[src/rtl/tag_frame_decoder_if.sv]
// Bit-stream inputs and decoded-frame outputs of the backscatter tag frame decoder.
// The bench drives through master and the decoder sits on slave.
interface tag_frame_decoder_if;
    logic        sof;
    logic        bit_valid;
    logic        bit_tx;
    logic        bit_rx;
    logic        abort;
    logic        busy;
    logic        byte_valid;
    logic [7:0]  byte_data;
    logic [5:0]  byte_index;
    logic [7:0]  rss;
    logic [95:0] tag_id;
    logic        frame_done;
    logic        crc_ok;
    logic        zero_err;

    modport master (
        output sof, bit_valid, bit_tx, bit_rx, abort,
        input  busy, byte_valid, byte_data, byte_index, rss, tag_id,
               frame_done, crc_ok, zero_err
    );

    modport slave (
        input  sof, bit_valid, bit_tx, bit_rx, abort,
        output busy, byte_valid, byte_data, byte_index, rss, tag_id,
               frame_done, crc_ok, zero_err
    );
endinterface

[src/rtl/tag_frame_decoder.sv]
// Recovers the tag bit stream (tx XOR rx), walks SKIP/DATA/FCS, emits data bytes LSB-first,
// checks the CRC-32 FCS and captures the RSS byte and the 12-byte tag ID.
module tag_frame_decoder #(
    parameter int SKIP_BITS  = 32,
    parameter int DATA_BYTES = 60,
    parameter int RSS_OFFSET = 22,
    parameter int ID_OFFSET  = 34,
    parameter int ID_LEN     = 12
) (
    input logic             clk,
    input logic             reset,
    tag_frame_decoder_if.slave bus
);
    localparam logic [8:0]  SKIP_LAST = 9'(SKIP_BITS - 1);
    localparam logic [8:0]  DATA_LAST = 9'(8 * DATA_BYTES - 1);
    localparam logic [8:0]  FCS_LAST  = 9'd31;
    localparam logic [31:0] CRC_POLY  = 32'h04C11DB7;

    if (DATA_BYTES > 64 || DATA_BYTES < 1 || ID_LEN != 12 || ID_OFFSET + ID_LEN > DATA_BYTES ||
        RSS_OFFSET >= DATA_BYTES || SKIP_BITS < 1 || SKIP_BITS > 512) begin : g_param_check
        $error("tag_frame_decoder: illegal parameter set");
    end

    typedef enum logic [1:0] {IDLE, SKIP, DATA, FCS} state_t;

    state_t      state_reg;
    logic [8:0]  bit_cnt_reg;
    logic [31:0] crc_reg;
    logic [31:0] exp_fcs_reg;
    logic [31:0] rx_fcs_reg;
    logic [7:0]  byte_sr_reg;
    logic [7:0]  byte_data_reg;
    logic [5:0]  byte_index_reg;
    logic        byte_valid_reg;
    logic        frame_done_reg;
    logic        crc_ok_reg;
    logic        zero_err_reg;
    logic [7:0]  rss_reg;

    logic        d;
    logic        fb;
    logic [31:0] crc_next;
    logic [31:0] rx_fcs_next;
    logic [7:0]  cur_byte;
    logic [5:0]  cur_index;
    logic        byte_end;

    always_comb begin
        d           = bus.bit_tx ^ bus.bit_rx;
        fb          = crc_reg[31] ^ d;
        crc_next    = {crc_reg[30:0], 1'b0} ^ (fb ? CRC_POLY : 32'h0);
        rx_fcs_next = {rx_fcs_reg[30:0], d};
        cur_byte    = {d, byte_sr_reg[7:1]};
        cur_index   = bit_cnt_reg[8:3];
        // sof and abort both pre-empt the byte that would otherwise complete this cycle
        byte_end    = !bus.sof && !bus.abort && bus.bit_valid &&
                      (state_reg == DATA) && (bit_cnt_reg[2:0] == 3'd7);
    end

    always_ff @(posedge clk or negedge reset) begin
        if (!reset) begin
            state_reg      <= IDLE;
            bit_cnt_reg    <= '0;
            crc_reg        <= '0;
            exp_fcs_reg    <= '0;
            rx_fcs_reg     <= '0;
            byte_sr_reg    <= '0;
            byte_data_reg  <= '0;
            byte_index_reg <= '0;
            byte_valid_reg <= 1'b0;
            frame_done_reg <= 1'b0;
            crc_ok_reg     <= 1'b0;
            zero_err_reg   <= 1'b0;
            rss_reg        <= '0;
        end else begin
            byte_valid_reg <= 1'b0;
            frame_done_reg <= 1'b0;
            if (bus.sof) begin
                state_reg    <= SKIP;
                bit_cnt_reg  <= '0;
                crc_reg      <= 32'hFFFF_FFFF;
                crc_ok_reg   <= 1'b0;
                zero_err_reg <= 1'b0;
                rss_reg      <= '0;
                if (bus.bit_valid) begin
                    zero_err_reg <= d;
                    if (SKIP_LAST == 9'd0) state_reg <= DATA;
                    else                   bit_cnt_reg <= 9'd1;
                end
            end else if (bus.abort && state_reg != IDLE) begin
                state_reg   <= IDLE;
                bit_cnt_reg <= '0;
            end else if (bus.bit_valid) begin
                case (state_reg)
                    SKIP: begin
                        if (d) zero_err_reg <= 1'b1;
                        if (bit_cnt_reg == SKIP_LAST) begin
                            state_reg   <= DATA;
                            bit_cnt_reg <= '0;
                        end else begin
                            bit_cnt_reg <= bit_cnt_reg + 9'd1;
                        end
                    end
                    DATA: begin
                        byte_sr_reg <= cur_byte;
                        crc_reg     <= crc_next;
                        if (byte_end) begin
                            byte_valid_reg <= 1'b1;
                            byte_data_reg  <= cur_byte;
                            byte_index_reg <= cur_index;
                            if (cur_index == 6'(RSS_OFFSET)) rss_reg <= cur_byte;
                        end
                        if (bit_cnt_reg == DATA_LAST) begin
                            exp_fcs_reg <= ~crc_next;
                            state_reg   <= FCS;
                            bit_cnt_reg <= '0;
                        end else begin
                            bit_cnt_reg <= bit_cnt_reg + 9'd1;
                        end
                    end
                    FCS: begin
                        rx_fcs_reg <= rx_fcs_next;
                        if (bit_cnt_reg == FCS_LAST) begin
                            frame_done_reg <= 1'b1;
                            crc_ok_reg     <= (rx_fcs_next == exp_fcs_reg);
                            state_reg      <= IDLE;
                            bit_cnt_reg    <= '0;
                        end else begin
                            bit_cnt_reg <= bit_cnt_reg + 9'd1;
                        end
                    end
                    default: ;
                endcase
            end
        end
    end

    // Each tag-ID byte owns its register; the first ID byte lands in the top of tag_id.
    wire [95:0] tag_id_w;
    for (genvar gi = 0; gi < ID_LEN; gi++) begin : g_id
        logic [7:0] id_byte_reg;
        always_ff @(posedge clk or negedge reset) begin
            if (!reset) begin
                id_byte_reg <= '0;
            end else if (bus.sof) begin
                id_byte_reg <= '0;
            end else if (byte_end && cur_index == 6'(ID_OFFSET + gi)) begin
                id_byte_reg <= cur_byte;
            end
        end
        assign tag_id_w[95 - 8 * gi -: 8] = id_byte_reg;
    end

    assign bus.busy       = (state_reg != IDLE);
    assign bus.byte_valid = byte_valid_reg;
    assign bus.byte_data  = byte_data_reg;
    assign bus.byte_index = byte_index_reg;
    assign bus.rss        = rss_reg;
    assign bus.tag_id     = tag_id_w;
    assign bus.frame_done = frame_done_reg;
    assign bus.crc_ok     = crc_ok_reg;
    assign bus.zero_err   = zero_err_reg;
endmodule

[src/flat_wrapper.sv]
// flat-port wrapper written by rule: the top's interface ports become plain ports
module tag_frame_decoder_flat 
#(
    parameter int SKIP_BITS  = 32,
    parameter int DATA_BYTES = 60,
    parameter int RSS_OFFSET = 22,
    parameter int ID_OFFSET  = 34,
    parameter int ID_LEN     = 12
)
  (clk, reset, bus_sof, bus_bit_valid, bus_bit_tx, bus_bit_rx, bus_abort, bus_busy, bus_byte_valid, bus_byte_data, bus_byte_index, bus_rss, bus_tag_id, bus_frame_done, bus_crc_ok, bus_zero_err);
  tag_frame_decoder_if bus_i ();
  input logic clk;
  input logic reset;
  input wire logic [$bits(bus_i.sof)-1:0] bus_sof;
  input wire logic [$bits(bus_i.bit_valid)-1:0] bus_bit_valid;
  input wire logic [$bits(bus_i.bit_tx)-1:0] bus_bit_tx;
  input wire logic [$bits(bus_i.bit_rx)-1:0] bus_bit_rx;
  input wire logic [$bits(bus_i.abort)-1:0] bus_abort;
  output wire logic [$bits(bus_i.busy)-1:0] bus_busy;
  output wire logic [$bits(bus_i.byte_valid)-1:0] bus_byte_valid;
  output wire logic [$bits(bus_i.byte_data)-1:0] bus_byte_data;
  output wire logic [$bits(bus_i.byte_index)-1:0] bus_byte_index;
  output wire logic [$bits(bus_i.rss)-1:0] bus_rss;
  output wire logic [$bits(bus_i.tag_id)-1:0] bus_tag_id;
  output wire logic [$bits(bus_i.frame_done)-1:0] bus_frame_done;
  output wire logic [$bits(bus_i.crc_ok)-1:0] bus_crc_ok;
  output wire logic [$bits(bus_i.zero_err)-1:0] bus_zero_err;
  assign bus_i.sof = bus_sof;
  assign bus_i.bit_valid = bus_bit_valid;
  assign bus_i.bit_tx = bus_bit_tx;
  assign bus_i.bit_rx = bus_bit_rx;
  assign bus_i.abort = bus_abort;
  assign bus_busy = bus_i.busy;
  assign bus_byte_valid = bus_i.byte_valid;
  assign bus_byte_data = bus_i.byte_data;
  assign bus_byte_index = bus_i.byte_index;
  assign bus_rss = bus_i.rss;
  assign bus_tag_id = bus_i.tag_id;
  assign bus_frame_done = bus_i.frame_done;
  assign bus_crc_ok = bus_i.crc_ok;
  assign bus_zero_err = bus_i.zero_err;
  tag_frame_decoder #(.SKIP_BITS(SKIP_BITS), .DATA_BYTES(DATA_BYTES), .RSS_OFFSET(RSS_OFFSET), .ID_OFFSET(ID_OFFSET), .ID_LEN(ID_LEN)) u_core (.clk(clk), .reset(reset), .bus(bus_i));
endmodule
[config.mk]
export PLATFORM = sky130hd
export DESIGN_NAME = tag_frame_decoder_flat
export DESIGN_NICKNAME = d
export VERILOG_FILES = /design/src/rtl/tag_frame_decoder_if.sv /design/src/rtl/tag_frame_decoder.sv /design/src/flat_wrapper.sv
export SDC_FILE = /design/constraint.sdc
export NUM_CORES = 1
export LEC_CHECK = 0
export BUFFER_PORTS_ARGS = -buffer_cell sky130_fd_sc_hd__buf_4
export CELL_PAD_IN_SITES_DETAIL_PLACEMENT = 1
export CELL_PAD_IN_SITES_GLOBAL_PLACEMENT = 1
export CORE_UTILIZATION = 44
export DETAILED_ROUTE_END_ITERATION = 7
export PLACE_DENSITY_LB_ADDON = 0.08
export SLEW_MARGIN = 10
export SYNTH_ARGS = -nofsm -noshare
export SYNTH_HDL_FRONTEND = slang
export SYNTH_SLANG_ARGS = --single-unit
[constraint.sdc]
create_clock -name clk -period 2.3 [get_ports clk]
set_input_delay 0.115 -clock clk [delete_from_list [all_inputs] [get_ports clk]]
set_output_delay 0.115 -clock clk [all_outputs]
set_load 0.02 [all_outputs]
Word level (Yosys, flattened, before mapping)
Cells that the tools add are included.
Cells by class
  add/subtract/negate cells: 1
  equal/unequal tests: 24
  muxes and demuxes: 70
  bitwise logic cells: 6
  reduce and logical (&&, ||, !) cells: 54
Operator list (count)
  $mux 8: 30
  $mux 32: 4
  $eq 6x6->1 const B: 12
  $mux 9: 5
  $reduce_bool 2->1: 21
  $eq 32x32->1: 1
  $not 32->32: 1
  $xor 32x32->32: 1
  $mux 27: 1
  $mux 1: 22
  $reduce_and 5->1: 4
  $pmux 9 s2: 1
  $logic_and 1x1->1: 17
  $reduce_and 4->1: 4
  $mux 2: 6
  $add 9x1->9 const B: 1
  $eq 9x5->1 const B: 1
  $eq 9x9->1 const B: 1
  $ne 4x2->1 const B: 2
  $eq 6x5->1 const B: 1
  $pmux 2 s3: 1
  $reduce_bool 5->1: 1
  $eq 2x2->1 const B: 2
  $ne 4x4->1 const B: 1
  other kinds (11): 14
Word-level totals
  register bits: 236
  output and inout bits: 123

Depth between registers and ports, before layout
Gate-level depths: netlist (run 1).
  word-level depth: 10
  mapped depth: 8
  gate-level depth less buffers: 7

Worst setup path after synthesis (run 1)
OpenSTA, ideal clock, no wires.
  kind: flip-flop to flip-flop
  from: register u_core.bit_cnt_reg[0]
  to: register u_core.g_id[9].id_byte_reg[0]
  arrival: 1.875 ns
  path slack: 0.293 ns
  stages on the path, launching flop included: 8
  clock period less this slack: 2.007 ns
  cell sequence: dfrtp_1 ha_1 ha_1 inv_1 nor4_1 nand2_1 mux2i_1 nor2_1
On the way
  longest elaborated chain between the ends: 4
RTL lines
  start: declaration: RTL line tag_frame_decoder.sv:27  | logic [8:0] bit_cnt_reg;
  start signal: assignment: RTL line tag_frame_decoder.sv:101  | bit_cnt_reg <= bit_cnt_reg + 9'd1;
  start signal: assignment: RTL line tag_frame_decoder.sv:118  | bit_cnt_reg <= bit_cnt_reg + 9'd1;
  start signal: assignment: RTL line tag_frame_decoder.sv:129  | bit_cnt_reg <= bit_cnt_reg + 9'd1;
  $eq 3x3->1: RTL line tag_frame_decoder.sv:57  | (state_reg == DATA) && (bit_cnt_reg[2:0] == 3'd7);
  $logic_and 1x1->1: RTL line tag_frame_decoder.sv:57
  $logic_and 1x1->1: RTL line tag_frame_decoder.sv:147  | end else if (byte_end && cur_index == 6'(ID_OFFSET + gi)) begin
  $reduce_bool 2->1 (no line)
  end signal: assignment: RTL line tag_frame_decoder.sv:148  | id_byte_reg <= cur_byte;
  end: declaration: RTL line tag_frame_decoder.sv:141  | logic [7:0] id_byte_reg;
No other way between the ends.
A chain may end at the register's enable or synchronous reset.

Worst setup path in the final report (run 1)
  from: register u_core.bit_cnt_reg[0]
  to: register u_core.g_id[4].id_byte_reg[6]
On the way
  longest elaborated chain between the ends: 4
RTL lines (RTL line)
  $eq 3x3->1: tag_frame_decoder.sv:57
  $logic_and 1x1->1: tag_frame_decoder.sv:57
  $logic_and 1x1->1: tag_frame_decoder.sv:147
  $reduce_bool 2->1 (no line)
  end signal: assignment: tag_frame_decoder.sv:148
  end: declaration: tag_frame_decoder.sv:141
No other way between the ends.

==> qor.json, run 1 <==
{
  "maxSlewHeadroom": {"value": 0.239},
  "fmaxAchievable": {"value": 0.456, "unit": "GHz"},
  "ff_latch_area": {"value": 5880, "unit": "um^2"},
  "dr.pass1.iters": {"value": 4},
  "critPathKind": {"value": "register to register"},
  "overflow": {"value": 0},
  "tightestPinTransition": {"value": 1.14, "unit": "ns"},
  "cts_tree": {"value": "done"},
  "synth_enable_flop_cells": {"value": 0},
  "postRouteWirelength": {"value": 27.2, "unit": "mm"},
  "pin_count_of_the_biggest_net_entering_global_routing": {"value": 87},
  "dp_hpwl": {"value": 18.1, "unit": "mm"},
  "synth.distinct_cells": {"value": 54},
  "share_seq_of_total_power": {"value": 0.477},
  "number_of_antenna_violations_at_the_first_check_in_global_routing": {"value": 0},
  "fp.dieH": {"value": 154, "unit": "um"},
  "layoutNonFillerInstCount": {"value": 1297},
  "final-setup-viol-count": {"value": 0},
  "clk_path_buf_depth": {"value": 3},
  "critical-path-max-stage-delay": {"value": 0.43, "unit": "ns"},
  "gp_congestion": {"value": 0.823},
  "critical_path_peak_fanout": {"value": 8},
  "critical-path-slowest-cell": {"value": "sky130_fd_sc_hd__dfrtp_1"},
  "initial_core_util": {"value": 0.449},
  "synthToLayoutAreaGrowth": {"value": 23.1, "unit": "%"},
  "synth.avg_cell_area": {"value": 11.9, "unit": "um^2"},
  "cts_made_buffers": {"value": 26},
  "post-place-cells": {"value": 1244},
  "number_of_fillers_in_the_final_layout": {"value": 2341},
  "yosysSeqAreaShare": {"value": 0.578},
  "multi_input_comb_area": {"value": 4050, "unit": "um^2"},
  "hold_viol": {"value": 0},
  "synth_fp_nets": {"value": 864},
  "first_global_vias": {"value": 7657},
  "wire_length_of_the_first_global_routing_pass": {"value": 44.0, "unit": "mm"},
  "finalWorstPathRequiredPeriod": {"value": 2.19, "unit": "ns"},
  "antenna_cells": {"value": 0},
  "fin_setup_tns": {"value": 0, "unit": "ns"},
  "worst_hold_path_type": {"value": "input port to asynchronous set/reset pin"},
  "synth_async_sr_flop_share": {"value": 1.00},
  "synth_flop_cell": {"value": "sky130_fd_sc_hd__dfrtp_1"},
  "worstRegToRegCells": {"value": 8},
  "critical_path_arrival": {"value": 2.57, "unit": "ns"},
  "cts_root_buffer": {"value": "sky130_fd_sc_hd__clkbuf_16"},
  "irDropWorstVdd": {"value": 541, "unit": "uV"},
  "largest_reg_flops": {"value": 96},
  "slew_viol_final": {"value": 0},
  "clock_latency": {"value": 0.53, "unit": "ns"},
  "start_point_of_the_critical_path": {"value": "u_core.bit_cnt_reg[0]"},
  "synthesis.area": {"value": 10200, "unit": "um^2"},
  "vias": {"value": 6903},
  "internal_power_consumption": {"value": 6.84, "unit": "mW"},
  "synthCells": {"value": 855},
  "die_area": {"value": 23700, "unit": "um^2"},
  "wl_per_cell": {"value": 21.0, "unit": "um"},
  "clock_pin_slew_reported_for_the_worst_setup_and_hold_paths_after_clock_tree_synthesis": {"value": 0.06, "unit": "ns"},
  "critical_path.reg2reg.endpoint": {"value": "u_core.g_id[4].id_byte_reg[6]"},
  "remaining_design_rule_violation_count": {"value": 0},
  "cpLargestDelayFamily": {"value": "simple AND/OR/NAND/NOR gates"},
  "critPathCaptureType": {"value": "register"},
  "drv_cap": {"value": 0},
  "synth.ff_latch_count": {"value": 235},
  "power.switching": {"value": 1.88, "unit": "mW"},
  "setup.reg_to_reg.worst_slack": {"value": 0.11, "unit": "ns"},
  "rows": {"value": 55},
  "ys_warn_count": {"value": 0},
  "fin_area": {"value": 12500, "unit": "um^2"},
  "postRouteAntennaNets": {"value": 0},
  "drt-initial-drc-count": {"value": 252},
  "io_buffer_count": {"value": 129},
  "finish.net_count": {"value": 1002},
  "post_drt_via_cell_ratio": {"value": 5.32},
  "post_dp_area": {"value": 11500, "unit": "um^2"},
  "path_buf_inv": {"value": 1},
  "reg2reg_from": {"value": "u_core.bit_cnt_reg[0]"},
  "ios": {"value": 130},
  "chipWidth": {"value": 154, "unit": "um"},
  "p_leak": {"value": 6.20, "unit": "nW"},
  "part_of_the_power_in_the_clock_network": {"value": 0.488},
  "critPathLaunchType": {"value": "register"},
  "timing.clock.skew": {"value": 0.00944, "unit": "ns"},
  "p_comb_frac": {"value": 0.035},
  "path_cells": {"value": "ha_4 > ha_2 > nand2_1 > or4_1 > buf_6 > nor2_8 > mux2i_1 > nor2_1"},
  "worst_ep_required_time": {"value": 2.67, "unit": "ns"},
  "power_density_over_the_cells": {"value": 697, "unit": "nW/um^2"},
  "status": {"value": "completed"},
  "drive_above_1_share": {"value": 0.287},
  "cts_max_level": {"value": 1},
  "sw_frac_of_total": {"value": 0.215},
  "final_min_period_over_clock_period": {"value": 0.953},
  "cts.sink_count": {"value": 235},
  "floorplan.core_area": {"value": 22600, "unit": "um^2"},
  "total_power": {"value": 8.72, "unit": "mW"},
  "track_usage": {"value": 0.238}
}
[cells in the final DEF, fill, tap and decap left out, types with 2 or more instances in the layout]
cell type / count
sky130_fd_sc_hd__nor4_1: 6
sky130_fd_sc_hd__buf_12: 6
sky130_fd_sc_hd__inv_1: 4
sky130_fd_sc_hd__clkbuf_8: 4
sky130_fd_sc_hd__a211o_1: 15
sky130_fd_sc_hd__bufinv_16: 3
sky130_fd_sc_hd__a211oi_1: 4
sky130_fd_sc_hd__or4_1: 2
sky130_fd_sc_hd__nand4_1: 9
sky130_fd_sc_hd__o21ai_0: 26
sky130_fd_sc_hd__xnor2_2: 2
sky130_fd_sc_hd__nor3_4: 2
sky130_fd_sc_hd__a21o_1: 2
sky130_fd_sc_hd__nor3_1: 5
sky130_fd_sc_hd__dlygate4sd3_1: 4
sky130_fd_sc_hd__or3_1: 3
sky130_fd_sc_hd__nand3_1: 13
sky130_fd_sc_hd__nand2_1: 76
sky130_fd_sc_hd__mux2i_1: 92
sky130_fd_sc_hd__nor2_1: 122
sky130_fd_sc_hd__dfrtp_2: 3
sky130_fd_sc_hd__xnor2_1: 28
sky130_fd_sc_hd__clkbuf_16: 27
sky130_fd_sc_hd__clkinv_2: 4
sky130_fd_sc_hd__nand3b_1: 19
sky130_fd_sc_hd__dfrtp_1: 232
sky130_fd_sc_hd__a21oi_1: 10
sky130_fd_sc_hd__nor2_8: 3
sky130_fd_sc_hd__buf_4: 153
sky130_fd_sc_hd__nor4_4: 2
sky130_fd_sc_hd__mux2_2: 64
sky130_fd_sc_hd__nand2b_1: 4
sky130_fd_sc_hd__xor2_1: 22
sky130_fd_sc_hd__clkbuf_1: 9
[synth_stat cells (2+ instances only)]
| library cell | n | area, um^2 |
|---|---|---|
| sky130_fd_sc_hd__buf_1 | 6 | 22.5 |
| sky130_fd_sc_hd__nor2_1 | 122 | 458 |
| sky130_fd_sc_hd__a211oi_1 | 4 | 30.0 |
| sky130_fd_sc_hd__xnor2_1 | 28 | 245 |
| sky130_fd_sc_hd__nand3_2 | 2 | 20.0 |
| sky130_fd_sc_hd__mux2i_1 | 92 | 921 |
| sky130_fd_sc_hd__a21o_1 | 2 | 15.0 |
| sky130_fd_sc_hd__nand4_1 | 9 | 56.3 |
| sky130_fd_sc_hd__nand2b_1 | 5 | 31.3 |
| sky130_fd_sc_hd__buf_4 | 4 | 30.0 |
| sky130_fd_sc_hd__nor3_4 | 2 | 32.5 |
| sky130_fd_sc_hd__nor3_1 | 5 | 25.0 |
| sky130_fd_sc_hd__or4_1 | 2 | 15.0 |
| sky130_fd_sc_hd__nor2_8 | 3 | 60.1 |
| sky130_fd_sc_hd__ha_1 | 2 | 25.0 |
| sky130_fd_sc_hd__clkbuf_1 | 26 | 97.6 |
| sky130_fd_sc_hd__dfrtp_1 | 235 | 5880 |
| sky130_fd_sc_hd__mux2_2 | 64 | 721 |
| sky130_fd_sc_hd__o21ai_0 | 26 | 130 |
| sky130_fd_sc_hd__nor4_1 | 8 | 50.1 |
| sky130_fd_sc_hd__nand3_1 | 13 | 65.1 |
| sky130_fd_sc_hd__nand2_1 | 77 | 289 |
| sky130_fd_sc_hd__nand3b_1 | 19 | 143 |
| sky130_fd_sc_hd__a211o_1 | 15 | 131 |
| sky130_fd_sc_hd__buf_2 | 16 | 80.1 |
| sky130_fd_sc_hd__buf_6 | 4 | 45.0 |
| sky130_fd_sc_hd__or3_1 | 3 | 18.8 |
| sky130_fd_sc_hd__inv_1 | 4 | 15.0 |
| sky130_fd_sc_hd__xor2_1 | 22 | 193 |
| sky130_fd_sc_hd__a21oi_1 | 10 | 50.1 |
| sky130_fd_sc_hd__xnor2_2 | 2 | 32.5 |
[per-stage QoR]
step	setup WS (ns)	hold WS [ns]	utilization
after floorplan	0.293	-0.181	-
after global placement	0.150	0.0645	0.510
after detailed placement	0.0529	0.0730	0.510
after CTS	0.00534	0.107	0.551
after global routing	-0.00223	0.138	0.553
final	0.108	0.108	0.553
[repair_timing]
| action | CTS | global route |
|---|---|---|
| endpoints found under the setup margin | 1 | 66 |
| cloned | 1 | 0 |
| hold buffers | 4 | 0 |
| buffers inserted | 0 | 1 |
| pin swaps | 0 | 2 |
| endpoints found under the hold margin | 243 | 0 |
| resized for setup | 2 | 10 |
[logic make-up (layout without fill, tap and decap cells)]
logic type | count (synthesis) | in the layout | share of synthesized area
flip-flops | 235 | 235 | 0.578
multiplexers | 156 | 156 | 0.161
AO/OA/AOI/OAI | 66 | 66 | 0.0421
XOR/XNOR | 53 | 53 | 0.0490
adder cells (fa/ha/maj) | 2 | 2 | 0.00246
buffers and inverters | 60 | 217 | 0.0285
AND/OR/NAND/NOR | 283 | 283 | 0.138
[worst register-to-register path, stage by stage, from the launching register on]
cell                      delay (ns)
sky130_fd_sc_hd__dfrtp_1        0.43
sky130_fd_sc_hd__ha_4           0.17
sky130_fd_sc_hd__ha_2           0.22
sky130_fd_sc_hd__nand2_1        0.06
sky130_fd_sc_hd__or4_1          0.43
sky130_fd_sc_hd__buf_6          0.18
sky130_fd_sc_hd__nor2_8         0.22
sky130_fd_sc_hd__mux2i_1        0.26
sky130_fd_sc_hd__nor2_1         0.07
[power groups by stage]
stage / combinational, mW / clock (mW) / sequential (mW)
global placement: 0.295 / 0 / 4.23
finish: 0.309 / 4.25 / 4.16
detailed placement: 0.306 / 0 / 4.23
CTS: 0.312 / 4.36 / 4.16
floorplan: 0.130 / 0 / 4.23
global route: 0.344 / 4.48 / 4.16
[routing by layer]
metal | up-vias | GRT usage | wire length [um]
met1 | 3540 | 0.301 | 11700
met5 | - | 0 | 0
met4 | 0 | 0.0652 | 701
li1 | 3183 | - | -
met3 | 51 | 0.0589 | 1420
met2 | 129 | 0.407 | 13400
[area by class of cell]
| class | instances | share of cell area |
|---|---|---|
| Sequential cell | 235 | 0.470 |
| Timing Repair Buffer | 166 | 0.107 |
| Clock inverter | 7 | 0.00880 |
| Inverter | 4 | 0.00120 |
| Clock buffer | 40 | 0.0611 |
| Multi-Input combinational cell | 560 | 0.323 |
| Tap cell | 285 | 0.0285 |
[worst max path at each step]
stage	to	slack, ns	depth (start not counted)
after global placement	u_core.g_id[2].id_byte_reg[2]	0.15	8
after CTS	u_core.g_id[3].id_byte_reg[4]	0.005	8
after detailed placement	u_core.g_id[0].id_byte_reg[5]	0.05	8
after floorplan	u_core.g_id[9].id_byte_reg[0]	0.29	7
final	u_core.g_id[4].id_byte_reg[6]	0.11	8
after global routing	u_core.g_id[2].id_byte_reg[3]	-0.002	8
Power figures use the tool's default switching activity.
==> run 2, diff against run 1 <==
--- a/config.mk
+++ b/config.mk
@@ -8,9 +8,10 @@
 export BUFFER_PORTS_ARGS = -buffer_cell sky130_fd_sc_hd__buf_4
 export CELL_PAD_IN_SITES_DETAIL_PLACEMENT = 1
 export CELL_PAD_IN_SITES_GLOBAL_PLACEMENT = 1
+export CORE_MARGIN = 2
 export CORE_UTILIZATION = 44
 export DETAILED_ROUTE_END_ITERATION = 7
-export PLACE_DENSITY_LB_ADDON = 0.08
+export PLACE_DENSITY = 0.73
 export SLEW_MARGIN = 10
 export SYNTH_ARGS = -nofsm -noshare
 export SYNTH_HDL_FRONTEND = slang
==> qor.json, run 2 (same netlist as run 1, synthesis figures left out) <==
{
  "cts.sink_count": {"value": 235, "change": "unchanged"},
  "fin_setup_tns": {"value": 0, "unit": "ns", "change": "unchanged"},
  "timing.clock.skew": {"value": 0.0243, "unit": "ns", "change": "+0.0148 ns"},
  "worst_ep_required_time": {"value": 2.76, "unit": "ns", "change": "+0.09 ns"},
  "post_drt_via_cell_ratio": {"value": 5.36, "change": "+0.71%"},
  "fp.dieH": {"value": 156, "unit": "um", "change": "+1.3%"},
  "cts_root_buffer": {"value": "sky130_fd_sc_hd__clkbuf_16"},
  "dr.pass1.iters": {"value": 4, "change": "unchanged"},
  "start_point_of_the_critical_path": {"value": "u_core.bit_cnt_reg[0]"},
  "clock_latency": {"value": 0.54, "unit": "ns", "change": "about the same"},
  "final_cell_mix": {"value": "sky130_fd_sc_hd__dfrtp_1, sky130_fd_sc_hd__buf_4, sky130_fd_sc_hd__nor2_1, sky130_fd_sc_hd__mux2i_1, sky130_fd_sc_hd__nand2_1"},
  "hold-worst-slack": {"value": 0.156, "unit": "ns", "change": "+0.0479 ns"},
  "fin_area": {"value": 12500, "unit": "um^2", "change": "about the same"},
  "ff_latch_area": {"value": 5880, "unit": "um^2", "change": "about the same"},
  "share_seq_of_total_power": {"value": 0.480, "change": "+0.003"},
  "cts_tree": {"value": "done"},
  "floorplan.core_area": {"value": 22600, "unit": "um^2", "change": "unchanged"},
  "irDropWorstVdd": {"value": 646, "unit": "uV", "change": "+19%"},
  "wire_length_of_the_first_global_routing_pass": {"value": 43.4, "unit": "mm", "change": "-1.4%"},
  "clock_pin_slew_reported_for_the_worst_setup_and_hold_paths_after_clock_tree_synthesis": {"value": 0.06, "unit": "ns", "change": "about the same"},
  "remaining_design_rule_violation_count": {"value": 0, "change": "unchanged"},
  "final_common_cell": {"value": "sky130_fd_sc_hd__dfrtp_1"},
  "number_of_fillers_in_the_final_layout": {"value": 2345, "change": "+0.17%"},
  "critPathCaptureType": {"value": "register"},
  "fmaxAchievable": {"value": 0.460, "unit": "GHz", "change": "+0.79%"},
  "io_buffer_count": {"value": 129, "change": "unchanged"},
  "setup_repair_after_global_routing_missed_its_margin": {"value": "false"},
  "internal_power_consumption": {"value": 6.73, "unit": "mW", "change": "-1.6%"},
  "finalWorstPathRequiredPeriod": {"value": 2.17, "unit": "ns", "change": "-0.0172 ns"},
  "finish.net_count": {"value": 1009, "change": "+0.70%"},
  "largest_reg_flops": {"value": 96, "change": "unchanged"},
  "critPathLaunchType": {"value": "register"},
  "critical_path.reg2reg.endpoint": {"value": "u_core.state_reg[1]"},
  "drv_cap": {"value": 0, "change": "unchanged"},
  "final-setup-viol-count": {"value": 0, "change": "unchanged"},
  "drt-initial-drc-count": {"value": 257, "change": "+2.0%"},
  "gp_congestion": {"value": 0.817, "change": "-0.67%"},
  "power_density_over_the_cells": {"value": 692, "unit": "nW/um^2", "change": "-0.62%"},
  "overflow": {"value": 0, "change": "unchanged"},
  "first_global_vias": {"value": 7684, "change": "+0.35%"},
  "hold_viol": {"value": 0, "change": "unchanged"},
  "pin_count_of_the_biggest_net_entering_global_routing": {"value": 71, "change": "-18%"},
  "rows": {"value": 55, "change": "unchanged"},
  "maxSlewHeadroom": {"value": 0.434, "change": "+0.196"},
  "multi_input_comb_area": {"value": 4020, "unit": "um^2", "change": "-0.53%"},
  "cts_made_buffers": {"value": 27, "change": "+3.8%"},
  "cts_max_level": {"value": 1, "change": "unchanged"},
  "ios": {"value": 130, "change": "unchanged"},
  "postRouteWirelength": {"value": 26.9, "unit": "mm", "change": "-1.0%"},
  "drive_above_1_share": {"value": 0.292, "change": "+0.00560"},
  "status": {"value": "completed"},
  "initial_core_util": {"value": 0.449, "change": "unchanged"},
  "tightestPinTransition": {"value": 0.849, "unit": "ns", "change": "-0.288 ns"},
  "vias": {"value": 6995, "change": "+1.3%"},
  "reg2reg_from": {"value": "u_core.bit_cnt_reg[0]"},
  "part_of_the_power_in_the_clock_network": {"value": 0.484, "change": "-0.004"},
  "clk_path_buf_depth": {"value": 3, "change": "unchanged"},
  "critical_path_arrival": {"value": 2.63, "unit": "ns", "change": "+0.06 ns"},
  "slew_viol_final": {"value": 0, "change": "unchanged"},
  "dp_hpwl": {"value": 17.3, "unit": "mm", "change": "-4.3%"},
  "postRouteAntennaNets": {"value": 0, "change": "unchanged"},
  "post_dp_area": {"value": 11600, "unit": "um^2", "change": "+0.19%"},
  "worst_hold_path_type": {"value": "input port to asynchronous set/reset pin"},
  "power.switching": {"value": 1.94, "unit": "mW", "change": "+3.2%"},
  "antenna_cells": {"value": 0, "change": "unchanged"},
  "track_usage": {"value": 0.227, "change": "-0.0115"},
  "final_min_period_over_clock_period": {"value": 0.945, "change": "-0.00750"},
  "wl_per_cell": {"value": 20.6, "unit": "um", "change": "-1.6%"},
  "p_comb_frac": {"value": 0.036, "change": "about the same"},
  "sw_frac_of_total": {"value": 0.223, "change": "+0.00827"},
  "critPathKind": {"value": "register to register"},
  "p_leak": {"value": 6.24, "unit": "nW", "change": "+0.56%"},
  "setup.reg_to_reg.worst_slack": {"value": 0.13, "unit": "ns", "change": "+0.02 ns"},
  "critical_path_peak_fanout": {"value": 6, "change": "-2"},
  "worstRegToRegCells": {"value": 8, "change": "unchanged"},
  "die_area": {"value": 24300, "unit": "um^2", "change": "+2.6%"},
  "synthToLayoutAreaGrowth": {"value": 23.1, "unit": "%", "change": "about the same"},
  "number_of_antenna_violations_at_the_first_check_in_global_routing": {"value": 0, "change": "unchanged"},
  "chipWidth": {"value": 156, "unit": "um", "change": "+1.3%"}
}
[run 2: cell count changes in the layout (fill, tap and decap cells not counted), moves of 2 or more]
cell / delta
sky130_fd_sc_hd__bufinv_16: -2
sky130_fd_sc_hd__buf_12: -2
sky130_fd_sc_hd__buf_4: +9
sky130_fd_sc_hd__clkbuf_8: +3
sky130_fd_sc_hd__nand3_2: +2
sky130_fd_sc_hd__clkinv_2: +3
sky130_fd_sc_hd__clkbuf_1: -4
sky130_fd_sc_hd__dfrtp_2: -3
sky130_fd_sc_hd__dfrtp_1: +3
[run 2: what timing repair did]
item	4_1_cts	5_1_grt
endpoints found under the hold margin	75	0
buffers inserted	0	2
gates resized for setup	0	2
hold buffers	5	0
setup endpoints to repair	0	19
[run 2: stage by stage]
| stage | setup WS, ns | power (mW) | cells | utilization |
|---|---|---|---|---|
| after floorplan | 0.293 | 4.36 | 855 | - |
| after global placement | 0.210 | 4.54 | 1249 | 0.511 |
| after detailed placement | 0.0873 | 4.54 | 1249 | 0.511 |
| after CTS | 0.0196 | 8.76 | 1303 | 0.552 |
| after global routing | 0.00290 | 8.96 | 1305 | 0.553 |
| final | 0.125 | 8.67 | 1305 | 0.553 |
[run 2: final cells by class]
type / instances / share of cell area
clock buffers: 39 / 0.0632
repair buffers: 172 / 0.109
flip-flops and latches: 235 / 0.470
well taps: 285 / 0.0285
clock inverters: 10 / 0.00720
multi-input cells: 560 / 0.321
inverters: 4 / 0.00120
[run 2: routing by layer]
metal / vias up / GRT usage / share of wire
met3: 42 / 0.0636 / 0.061
met2: 140 / 0.393 / 0.50
met4: 0 / 0.0494 / 0.020
li1: 3197 / - / -
met1: 3616 / 0.284 / 0.42
met5: - / 0 / 0
[run 2: critical path, stage by stage (launching register included)]
cell and delay [ns]:
sky130_fd_sc_hd__dfrtp_1 0.39, sky130_fd_sc_hd__ha_2 0.22, sky130_fd_sc_hd__nand4_1 0.15, sky130_fd_sc_hd__nor2_2 0.21, sky130_fd_sc_hd__buf_4 0.17, sky130_fd_sc_hd__nand4_1 0.11
sky130_fd_sc_hd__xor2_1 0.16, sky130_fd_sc_hd__nor3_1 0.13, sky130_fd_sc_hd__dlygate4sd3_1 0.56
[run 2: power groups by stage]
stage	registers, mW	logic (mW)	clock network, mW
2_1_floorplan	4.23	0.130	0
6_report	4.16	0.309	4.20
3_5_place_dp	4.23	0.311	0
3_3_place_gp	4.23	0.309	0
5_1_grt	4.16	0.346	4.46
4_1_cts	4.16	0.318	4.29
[run 2: how the worst max path moves through the flow]
stage,end,slack [ns],cells after the start
final,u_core.state_reg[1],0.13,8
after global placement,u_core.g_id[4].id_byte_reg[6],0.21,8
after CTS,u_core.state_reg[1],0.02,8
after global routing,u_core.state_reg[1],0.003,8
after floorplan,u_core.g_id[9].id_byte_reg[0],0.29,7
after detailed placement,u_core.g_id[4].id_byte_reg[7],0.09,8
==> run 3, diff against run 2 <==
--- a/config.mk
+++ b/config.mk
@@ -11,6 +11,7 @@
 export CORE_MARGIN = 2
 export CORE_UTILIZATION = 44
 export DETAILED_ROUTE_END_ITERATION = 7
+export GPL_TIMING_DRIVEN = 0
 export PLACE_DENSITY = 0.73
 export SLEW_MARGIN = 10
 export SYNTH_ARGS = -nofsm -noshare
==> qor.json, run 3 (same netlist as run 1, synthesis figures left out) <==
{
  "critical-path-slowest-cell": {"value": "sky130_fd_sc_hd__or4_1"},
  "cts_made_buffers": {"value": 27, "change": "unchanged"},
  "dp_hpwl": {"value": 18.9, "unit": "mm", "change": "+8.9%"},
  "critical-path-max-stage-delay": {"value": 0.45, "unit": "ns", "change": "-0.11 ns"},
  "clock_latency": {"value": 0.53, "unit": "ns", "change": "about the same"},
  "final.setup.worst_slack": {"value": 0.119, "unit": "ns", "change": "-0.00623 ns"},
  "final_common_cell": {"value": "sky130_fd_sc_hd__dfrtp_1"},
  "worst_ep_required_time": {"value": 2.69, "unit": "ns", "change": "-0.07 ns"},
  "maxSlewHeadroom": {"value": 0.514, "change": "+0.0796"},
  "overflow": {"value": 0, "change": "unchanged"},
  "p_comb_frac": {"value": 0.035, "change": "about the same"},
  "setup_repair_after_global_routing_missed_its_margin": {"value": "false"},
  "critPathCaptureType": {"value": "register"},
  "gr-usage-met2": {"value": 0.404, "change": "+0.0114"},
  "number_of_antenna_violations_at_the_first_check_in_global_routing": {"value": 0, "change": "unchanged"},
  "drt-initial-drc-count": {"value": 229, "change": "-11%"},
  "path_cells": {"value": "ha_2 > ha_2 > nand2_1 > or4_1 > buf_6 > nor2_8 > mux2i_1 > nor2_1"},
  "cpLargestDelayFamily": {"value": "simple AND/OR/NAND/NOR gates"},
  "reg2reg_from": {"value": "u_core.bit_cnt_reg[0]"},
  "critical_path.reg2reg.endpoint": {"value": "u_core.g_id[2].id_byte_reg[7]"},
  "sw_frac_of_total": {"value": 0.217, "change": "-0.00627"},
  "wire_length_of_the_first_global_routing_pass": {"value": 43.5, "unit": "mm", "change": "+0.21%"},
  "slew_viol_final": {"value": 0, "change": "unchanged"},
  "chipWidth": {"value": 156, "unit": "um", "change": "unchanged"},
  "power_density_over_the_cells": {"value": 694, "unit": "nW/um^2", "change": "+0.18%"},
  "wl_per_cell": {"value": 20.5, "unit": "um", "change": "-0.46%"},
  "critPathLaunchType": {"value": "register"},
  "pin_count_of_the_biggest_net_entering_global_routing": {"value": 98, "change": "+38%"},
  "fmaxAchievable": {"value": 0.459, "unit": "GHz", "change": "-0.29%"},
  "power.switching": {"value": 1.89, "unit": "mW", "change": "-2.3%"},
  "path_buf_inv": {"value": 1, "change": "-1"},
  "fp.dieH": {"value": 156, "unit": "um", "change": "unchanged"},
  "drive_above_1_share": {"value": 0.276, "change": "-0.0159"},
  "share_seq_of_total_power": {"value": 0.477, "change": "-0.003"},
  "post_drt_via_cell_ratio": {"value": 5.27, "change": "-1.7%"},
  "timing.clock.skew": {"value": 0.0110, "unit": "ns", "change": "-0.0133 ns"},
  "p_leak": {"value": 6.25, "unit": "nW", "change": "+0.15%"},
  "final-setup-viol-count": {"value": 0, "change": "unchanged"},
  "largest_reg_flops": {"value": 96, "change": "unchanged"},
  "worst_hold_path_type": {"value": "input port to asynchronous set/reset pin"},
  "part_of_the_power_in_the_clock_network": {"value": 0.487, "change": "+0.003"},
  "cts_root_buffer": {"value": "sky130_fd_sc_hd__clkbuf_16"},
  "dp_slack": {"value": -0.264, "unit": "ns", "change": "-0.351 ns"},
  "finalWorstPathRequiredPeriod": {"value": 2.18, "unit": "ns", "change": "+0.00623 ns"},
  "drv_cap": {"value": 0, "change": "unchanged"},
  "initial_core_util": {"value": 0.449, "change": "unchanged"},
  "cts.sink_count": {"value": 235, "change": "unchanged"},
  "critical_path_arrival": {"value": 2.57, "unit": "ns", "change": "-0.06 ns"},
  "post-place-cells": {"value": 1269, "change": "+1.6%"},
  "internal_power_consumption": {"value": 6.82, "unit": "mW", "change": "+1.3%"},
  "track_usage": {"value": 0.229, "change": "+0.00267"},
  "ios": {"value": 130, "change": "unchanged"},
  "critical_path_peak_fanout": {"value": 8, "change": "+2"},
  "first_global_vias": {"value": 7682, "change": "-0.026%"},
  "critPathKind": {"value": "register to register"},
  "final_cell_mix": {"value": "sky130_fd_sc_hd__dfrtp_1, sky130_fd_sc_hd__buf_4, sky130_fd_sc_hd__nor2_1, sky130_fd_sc_hd__mux2i_1, sky130_fd_sc_hd__nand2_1"},
  "remaining_design_rule_violation_count": {"value": 0, "change": "unchanged"},
  "die_area": {"value": 24300, "unit": "um^2", "change": "unchanged"},
  "antenna_cells": {"value": 0, "change": "unchanged"},
  "layoutNonFillerInstCount": {"value": 1324, "change": "+1.5%"},
  "tightestPinTransition": {"value": 0.729, "unit": "ns", "change": "-0.119 ns"},
  "postRouteAntennaNets": {"value": 0, "change": "unchanged"},
  "floorplan.core_area": {"value": 22600, "unit": "um^2", "change": "unchanged"},
  "use_met1": {"value": 0.280, "change": "-0.00390"},
  "cts_max_level": {"value": 1, "change": "unchanged"},
  "grt_use_met3": {"value": 0.0656, "change": "+0.00194"},
  "hold_viol": {"value": 0, "change": "unchanged"},
  "final_min_period_over_clock_period": {"value": 0.948, "change": "+0.00271"},
  "synthToLayoutAreaGrowth": {"value": 23.5, "unit": "%"},
  "worstRegToRegCells": {"value": 8, "change": "unchanged"},
  "vias": {"value": 6976, "change": "-0.27%"},
  "crit_top_cell": {"value": "sky130_fd_sc_hd__ha_2"},
  "rows": {"value": 55, "change": "unchanged"},
  "io_buffer_count": {"value": 127, "change": "-1.6%"},
  "gp_congestion": {"value": 0.764, "change": "-6.5%"},
  "clock_pin_slew_reported_for_the_worst_setup_and_hold_paths_after_clock_tree_synthesis": {"value": 0.06, "unit": "ns", "change": "about the same"},
  "gr-max-usage-layer": {"value": "met2"},
  "postRouteWirelength": {"value": 27.2, "unit": "mm", "change": "+0.99%"},
  "status": {"value": "completed"},
  "clk_path_buf_depth": {"value": 3, "change": "unchanged"},
  "finish.net_count": {"value": 1030, "change": "+2.1%"},
  "dr.pass1.iters": {"value": 4, "change": "unchanged"},
  "irDropWorstVdd": {"value": 499, "unit": "uV", "change": "-23%"},
  "cts_tree": {"value": "done"},
  "setup.reg_to_reg.worst_slack": {"value": 0.12, "unit": "ns", "change": "about the same"}
}
## run 3: changes by cell type in the layout (fill, tap and decap cells not counted), moves of 3 or more
| cell | change |
|---|---|
| sky130_fd_sc_hd__buf_1 | +5 |
| sky130_fd_sc_hd__buf_4 | -28 |
| sky130_fd_sc_hd__buf_6 | +4 |
| sky130_fd_sc_hd__clkinv_2 | -3 |
| sky130_fd_sc_hd__buf_12 | -3 |
| sky130_fd_sc_hd__buf_2 | +16 |
| sky130_fd_sc_hd__clkbuf_1 | +27 |
## run 3: how the worst max path moves through the flow
stage / from / to / slack, ns / depth (start not counted)
2_1_floorplan: u_core.bit_cnt_reg[0] / u_core.g_id[9].id_byte_reg[0] / 0.29 / 7
3_3_place_gp: reset / u_core.g_id[3].id_byte_reg[3] / -0.81 / 1
3_5_place_dp: u_core.bit_cnt_reg[0] / u_core.g_id[9].id_byte_reg[7] / -0.26 / 7
4_1_cts: u_core.bit_cnt_reg[0] / u_core.g_id[11].id_byte_reg[4] / 0.02 / 7
5_1_grt: u_core.bit_cnt_reg[0] / u_core.g_id[4].id_byte_reg[4] / 0.005 / 8
6_report: u_core.bit_cnt_reg[0] / u_core.g_id[2].id_byte_reg[7] / 0.12 / 8
## run 3: cell type report
type                       count  area [um^2]
buffer                        55          273
inverter                       4         15.0
clock inverter                 6         80.1
clock buffer                  41          798
multi-input combinational    560         4050
timing repair buffer         138         1110
tap                          285          357
fill                        2366        10100
sequential                   235         5880
## run 3: through the flow
stage | power (mW) | setup TNS (ns) | cell area [um^2] | util | hold WS, ns
after detailed placement | 4.54 | -5.48 | 11500 | 0.510 | 0.0660
after global placement | 4.52 | -188.55 | 11500 | 0.507 | 0.346
after floorplan | 4.36 | 0 | 10200 | - | -0.181
final | 8.71 | 0 | 12600 | 0.555 | 0.0971
after global routing | 9.00 | 0 | 12600 | 0.555 | 0.105
after CTS | 8.82 | 0 | 12500 | 0.552 | 0.0894
## run 3: power by group through the flow
stage | clock, mW | sequential, mW | combinational [mW]
2_1_floorplan | 0 | 4.23 | 0.130
3_3_place_gp | 0 | 4.23 | 0.291
3_5_place_dp | 0 | 4.23 | 0.308
4_1_cts | 4.35 | 4.16 | 0.316
5_1_grt | 4.49 | 4.16 | 0.347
6_report | 4.25 | 4.16 | 0.308
## run 3: layer usage
metal / up-vias / wire length [um]
met1: 3562 / 11200
met3: 39 / 1900
met4: 0 / 527
li1: 3241 / -
met2: 134 / 13500
met5: - / 0
## run 3: timing repair
action | 4_1_cts | 5_1_grt
setup buffers | 2 | 3
cloned | 0 | 0
endpoints found under the setup margin | 46 | 99
hold endpoints to repair | 61 | 0
resized for setup | 4 | 9
hold buffers | 4 | 0
pin swaps | 1 | 4
